==> config.mk <==
export PLATFORM = sky130hd
export DESIGN_NAME = shift_arbiter
export DESIGN_NICKNAME = d
export VERILOG_FILES = /design/src/rtl/shift_arbiter.sv
export SDC_FILE = /design/constraint.sdc
export NUM_CORES = 1
export LEC_CHECK = 0
export CORE_MARGIN = 2
export CORE_UTILIZATION = 59
export CTS_CLUSTER_SIZE = 20
export DETAILED_ROUTE_END_ITERATION = 8
export PLACE_DENSITY_LB_ADDON = 0.15
export SLEW_MARGIN = 15
export SYNTH_ARGS = -nofsm -noshare
export SYNTH_HDL_FRONTEND = slang
export SYNTH_SLANG_ARGS = --single-unit
==> constraint.sdc <==
create_clock -name clk -period 6.95 [get_ports clk]
set_input_delay 1.39 -clock clk [delete_from_list [all_inputs] [get_ports clk]]
set_output_delay 1.39 -clock clk [all_outputs]
set_load 0.02 [all_outputs]
==> src/rtl/shift_arbiter.sv <==
// Two-port round-robin arbiter in front of a shared 32-bit barrel shifter.
// The result sits in a one-entry output buffer that honours backpressure.
module shift_arbiter #(
    parameter bit RR_INIT = 1'b0,
    parameter int CNT_W   = 16
) (
    input  logic             clk,
    input  logic             rst_n,
    input  logic             req0_valid,
    output logic             req0_ready,
    input  logic [31:0]      req0_data,
    input  logic [4:0]       req0_shamt,
    input  logic [1:0]       req0_op,
    input  logic             req1_valid,
    output logic             req1_ready,
    input  logic [31:0]      req1_data,
    input  logic [4:0]       req1_shamt,
    input  logic [1:0]       req1_op,
    output logic             rsp_valid,
    input  logic             rsp_ready,
    output logic [31:0]      rsp_data,
    output logic             rsp_id,
    output logic [CNT_W-1:0] cnt0,
    output logic [CNT_W-1:0] cnt1
);

    typedef enum logic {EMPTY, FULL} buf_state_t;

    buf_state_t state_reg;
    buf_state_t state_next;
    logic       prio_reg;
    logic       can_accept;
    logic       grant0;
    logic       grant1;
    logic       accept;

    logic [31:0] sel_data;
    logic [4:0]  sel_shamt;
    logic [1:0]  sel_op;
    logic        dir_left;
    logic        fill_bit;
    logic [31:0] shift_in;
    logic [31:0] shift_out;
    logic [31:0] result;
    logic [31:0] stage [0:5];

    assign rsp_valid  = (state_reg == FULL);
    assign can_accept = !rsp_valid || rsp_ready;

    // Grants are gated by rst_n so the request side stays quiet during reset.
    always_comb begin
        grant0 = 1'b0;
        grant1 = 1'b0;
        if (rst_n && can_accept) begin
            if (req0_valid && req1_valid) begin
                grant0 = (prio_reg == 1'b0);
                grant1 = (prio_reg == 1'b1);
            end else begin
                grant0 = req0_valid;
                grant1 = req1_valid;
            end
        end
    end

    assign req0_ready = grant0;
    assign req1_ready = grant1;
    assign accept     = grant0 || grant1;

    assign sel_data  = grant1 ? req1_data  : req0_data;
    assign sel_shamt = grant1 ? req1_shamt : req0_shamt;
    assign sel_op    = grant1 ? req1_op    : req0_op;

    // op[0]=0 (SLL and reserved 10) shifts left; sign only matters for right shifts.
    assign dir_left = !sel_op[0];
    assign fill_bit = !dir_left && sel_op[1] && sel_data[31];

    // Left shifts reuse the right-shift network on bit-reversed data.
    generate
        for (genvar gi = 0; gi < 32; gi++) begin : g_rev_in
            assign shift_in[gi] = dir_left ? sel_data[31-gi] : sel_data[gi];
            assign result[gi]   = dir_left ? shift_out[31-gi] : shift_out[gi];
        end
    endgenerate

    assign stage[0] = shift_in;

    generate
        for (genvar gi = 0; gi < 5; gi++) begin : g_stage
            localparam int SH = 1 << gi;
            assign stage[gi+1] = sel_shamt[gi]
                ? {{SH{fill_bit}}, stage[gi][31:SH]}
                : stage[gi];
        end
    endgenerate

    assign shift_out = stage[5];

    always_comb begin
        state_next = state_reg;
        case (state_reg)
            EMPTY: if (accept) state_next = FULL;
            FULL:  if (rsp_ready && !accept) state_next = EMPTY;
            default: state_next = EMPTY;
        endcase
    end

    always_ff @(posedge clk or negedge rst_n) begin
        if (!rst_n) begin
            state_reg <= EMPTY;
            prio_reg  <= RR_INIT;
            rsp_data  <= 32'd0;
            rsp_id    <= 1'b0;
        end else begin
            state_reg <= state_next;
            if (accept) begin
                rsp_data <= result;
                rsp_id   <= grant1;
                prio_reg <= grant0;
            end
        end
    end

    always_ff @(posedge clk or negedge rst_n) begin
        if (!rst_n) begin
            cnt0 <= '0;
            cnt1 <= '0;
        end else if (rsp_valid && rsp_ready) begin
            if (rsp_id) cnt1 <= cnt1 + CNT_W'(1);
            else        cnt0 <= cnt0 + CNT_W'(1);
        end
    end

endmodule

==> results.md <==
Run status:
- The flow ran to the end, and the final reports show no timing, DRC or antenna violations.

Global route:
- The number of global-route vias before repair came to 7,790.
- The largest net degree at the start of global routing is 55.
- The overall fraction of global-route tracks in use is 0.391.
- The total global routing overflow is 0.
- The number of antenna violations at the first check in global routing is 0.
- The first-pass GRT wire length is around 44 mm.

Placement:
- The instance area after placement is 9440 um2.
- The count of buffers from port buffering is 150.
- The routability congestion estimate from global placement is ~1.
- The number of cells after detailed placement is about 1,100.
- The HPWL after detailed placement is about 21 mm.

Critical path:
- The kind of start point of the critical path is an input pin.
- The critical path startpoint is rsp_ready.
- The critical path capture point type is a primary output.
- The startpoint identified for the worst register-to-register timing path is prio_reg.
- The worst register-to-register path has a depth of 9.
- The worst reg2reg path endpoint is rsp_data[30].
- The most critical setup path has its endpoint at req1_ready.
- The critical path data arrival time is roughly 3.7 ns.
- The maximum net fanout on the critical path is 42.
- The slack of the worst reg-to-reg path is ~3.1 ns.
- The worst setup path is of the input pin to primary output kind.
- The critical path data required time is roughly 5.6 ns.

Cells and area:
- The library cell used most frequently in the layout, excluding fill and tap cells, is sky130_fd_sc_hd__clkdlybuf4s50_1.
- The repair_antennas step left the layout with diodes totalling 0.
- More flip-flops sit in one register than any other, and that register is rsp_data.
- The fraction of layout cells with a size suffix above 1 is 0.166.
- The register with the most flip-flops in the layout has 32 of them.
- The final design utilization is 0.736.
- At the end of the flow, the number of nets in the layout was approximately 1,000.
- From synthesis to final layout, the design area changed by 21.4%.
- The top cell types in the final layout, fill and taps aside, are sky130_fd_sc_hd__clkdlybuf4s50_1 (143), sky130_fd_sc_hd__nand2_1 (85), sky130_fd_sc_hd__nor2_1 (77).
- In the final layout, the registers with the most flip-flops are rsp_data: 32 flops, cnt0: 16 flops, cnt1: 16 flops.
- The post-layout instance count excluding filler cells is ~1,100.
- Fill cells in the final layout number 933.
- Summing all non-filler instances in the final layout gives an area of slightly below 10,000 um2.

Timing:
- Setup repair after global routing left no endpoint under its margin.
- Based on the critical path, the design can be clocked at up to 196 MHz.
- The worst relative slew slack is 0.312.
- On the final layout, the worst clock skew is 0.00619 ns.
- The final period utilization is 0.735.
- Setup violations remaining at the end of the flow were counted as 0.
- The minimum clock period is 5.11 ns.
- At the pin with the least slew margin, the transition time is between 1 and 1.5 ns.
- The total count of max-transition violations in the final report came to 0.
- The final hold violation count is 0.
- Summed over all failing endpoints, the final setup total negative slack is 0 ns.

Clock network:
- The clock latency reported for the late side of the worst-skew pair is 0.34 ns.
- No sink is reached through more buffers than the 2 on the longest clock path.
- The depth of the CTS H-tree is 3.
- The total of hold buffers inserted after clock tree synthesis is 0.
- The root buffer cell is sky130_fd_sc_hd__clkbuf_16.
- The number of buffers added by the clock tree synthesis step is 9.
- The total of cells resized after clock tree synthesis is 0.
- The CTS tree is built.
- The number of sinks on the clock net is 67.
- Clock-pin slew was measured on the worst setup and hold paths at 0.06 ns.
- The number of setup buffers added after CTS is 0.

Power:
- The internal power is 1.17 mW.
- Of the total power, the clock network draws 0.243.
- In this run the static leakage power is around 3.8 nW.
- For this design the ratio of total power to cell area is between 200 and 250 nW/um2.
- The share of total power dissipated in combinational logic is 0.488.
- In this run the power spent charging and discharging nets is 0.800 mW.
- Of the total power, the share spent switching nets is 0.406.
- IR analysis of the VDD net gives a maximum drop of between 0.0002 and 0.00025 V.
- The sequential group share of total power is 0.270.

Floorplanning:
- The die is 121 um wide.
- The number of ports placed on the die boundary is around 150.
- The placeable core region is roughly 13,000 um2.
- The floorplan row count is between 40 and 50.
- The initial utilization of the core area, before any placement, comes to 0.606.
- The total die area is 14,600 um2.
- The vertical die dimension is 121 um.

Synthesis:
- The mapped netlist covers ~8000 um2.
- For this run, the number of Yosys warnings is 0.
- The most frequently used flop master after synthesis is sky130_fd_sc_hd__dfrtp_1.
- The count of flip-flops with a built-in enable after synthesis is 0.
- Synthesis instantiated 77 different standard cells from the library.
- For this run, asynchronously set or reset flops after synthesis account for 1.00.
- The net count after synthesis is between 900 and 1,000.
- The cell count after synthesis came out at roughly 850.
- The number of synthesized register bits is 67.
- The share of synthesized area occupied by flip-flops and latches is 0.209.
- The average instance in the mapped netlist occupies around 9.4 um2.

Hold path:
- The min-delay analysis places its worst path in the category register to register.

Drt:
- The first detailed-routing pass ran for 6 iterations.
- The post-detailed-route DRC marker count is 0.
- The count of nets left with antenna violations after detail routing is 0.
- After the first detailed-routing iteration, the DRC count stood at between 1,000 and 1,500.
- The number of vias per cell after detailed routing is between 7 and 8.
- In the final routed layout, each cell accounts on average for between 20 and 30 um.
- The number of vias in the routed layout is around 8,300.
- The overall routed net length is ~28 mm.

Job:
- The max-cap check violation count is 0.
area by class of cell:
class	instances	area, um2	share of cell area
inverters	10	37.5	0.00385
clock inverters	7	80.1	0.00821
well taps	176	220	0.0226
multi-input cells	703	5970	0.612
clock buffers	9	225	0.0231
flip-flops and latches	67	1680	0.172
repair buffers	160	1540	0.158
per-stage QoR:
stage / hold slack, ns / power, mW / worst slack, ns
global placement: 0.455 / 1.45 / 1.84
finish: 0.482 / 1.97 / 1.84
global route: 0.507 / 2.05 / 1.71
floorplan: 0.493 / 1.10 / 3.06
CTS: 0.486 / 1.95 / 1.90
detailed placement: 0.470 / 1.47 / 1.75
power groups by stage:
stage | registers (mW) | logic, mW | clock network (mW)
3_3_place_gp | 0.531 | 0.920 | 0
3_5_place_dp | 0.537 | 0.936 | 0
4_1_cts | 0.531 | 0.942 | 0.480
2_1_floorplan | 0.619 | 0.478 | 0
6_report | 0.532 | 0.962 | 0.479
5_1_grt | 0.542 | 1.01 | 0.496
cell families after synthesis:
family,Yosys count,share of synthesized area
and+or+nand+nor,287,0.169
AOI/OAI and AO/OA,197,0.175
muxes,185,0.358
buffers and inverters,82,0.0505
DFF,67,0.209
xor gates and xnor gates,32,0.0349
adders and majority gates,2,0.00312
synthesized netlist by cell type (13+ instances only):
| cell | n | area share |
|---|---|---|
| sky130_fd_sc_hd__buf_4 | 13 | 0.012 |
| sky130_fd_sc_hd__nand2_1 | 85 | 0.040 |
| sky130_fd_sc_hd__dfrtp_1 | 67 | 0.21 |
| sky130_fd_sc_hd__xnor2_1 | 21 | 0.023 |
| sky130_fd_sc_hd__a21oi_1 | 43 | 0.027 |
| sky130_fd_sc_hd__a211oi_1 | 13 | 0.012 |
| sky130_fd_sc_hd__buf_2 | 33 | 0.021 |
| sky130_fd_sc_hd__nand3_1 | 41 | 0.026 |
| sky130_fd_sc_hd__mux2i_1 | 76 | 0.095 |
| sky130_fd_sc_hd__nor2_1 | 77 | 0.036 |
| sky130_fd_sc_hd__clkbuf_1 | 21 | 0.0098 |
| sky130_fd_sc_hd__mux4_2 | 75 | 0.21 |
| sky130_fd_sc_hd__o211ai_1 | 16 | 0.015 |
| sky130_fd_sc_hd__o21ai_0 | 28 | 0.017 |
| sky130_fd_sc_hd__mux2_2 | 30 | 0.042 |
| sky130_fd_sc_hd__nor3_1 | 23 | 0.014 |
per-layer routing:
metal  global-route usage  wire [um]
met1                0.526      11100
met2                0.612      13200
met3               0.0604       2600
met4                0.203       1550
met5                    0          0
worst min path at each step:
stage / startpoint / to / slack, ns / cells after the start
after floorplan: prio_reg / prio_reg / 0.49 / 1
after global placement: cnt0[15] / cnt0[15] / 0.46 / 1
after detailed placement: cnt1[15] / cnt1[15] / 0.47 / 1
after CTS: cnt0[15] / cnt0[15] / 0.49 / 1
after global routing: cnt1[15] / cnt1[15] / 0.51 / 1
final: cnt0[15] / cnt0[15] / 0.48 / 1
worst max-delay path: stages:
cell and delay, ns:
sky130_fd_sc_hd__clkdlybuf4s50_1 0.52, sky130_fd_sc_hd__nand2b_1 0.24, sky130_fd_sc_hd__nand4_4 0.13, sky130_fd_sc_hd__inv_2 0.66
sky130_fd_sc_hd__clkdlybuf4s50_1 0.75
(Power assumes the default switching activity.)
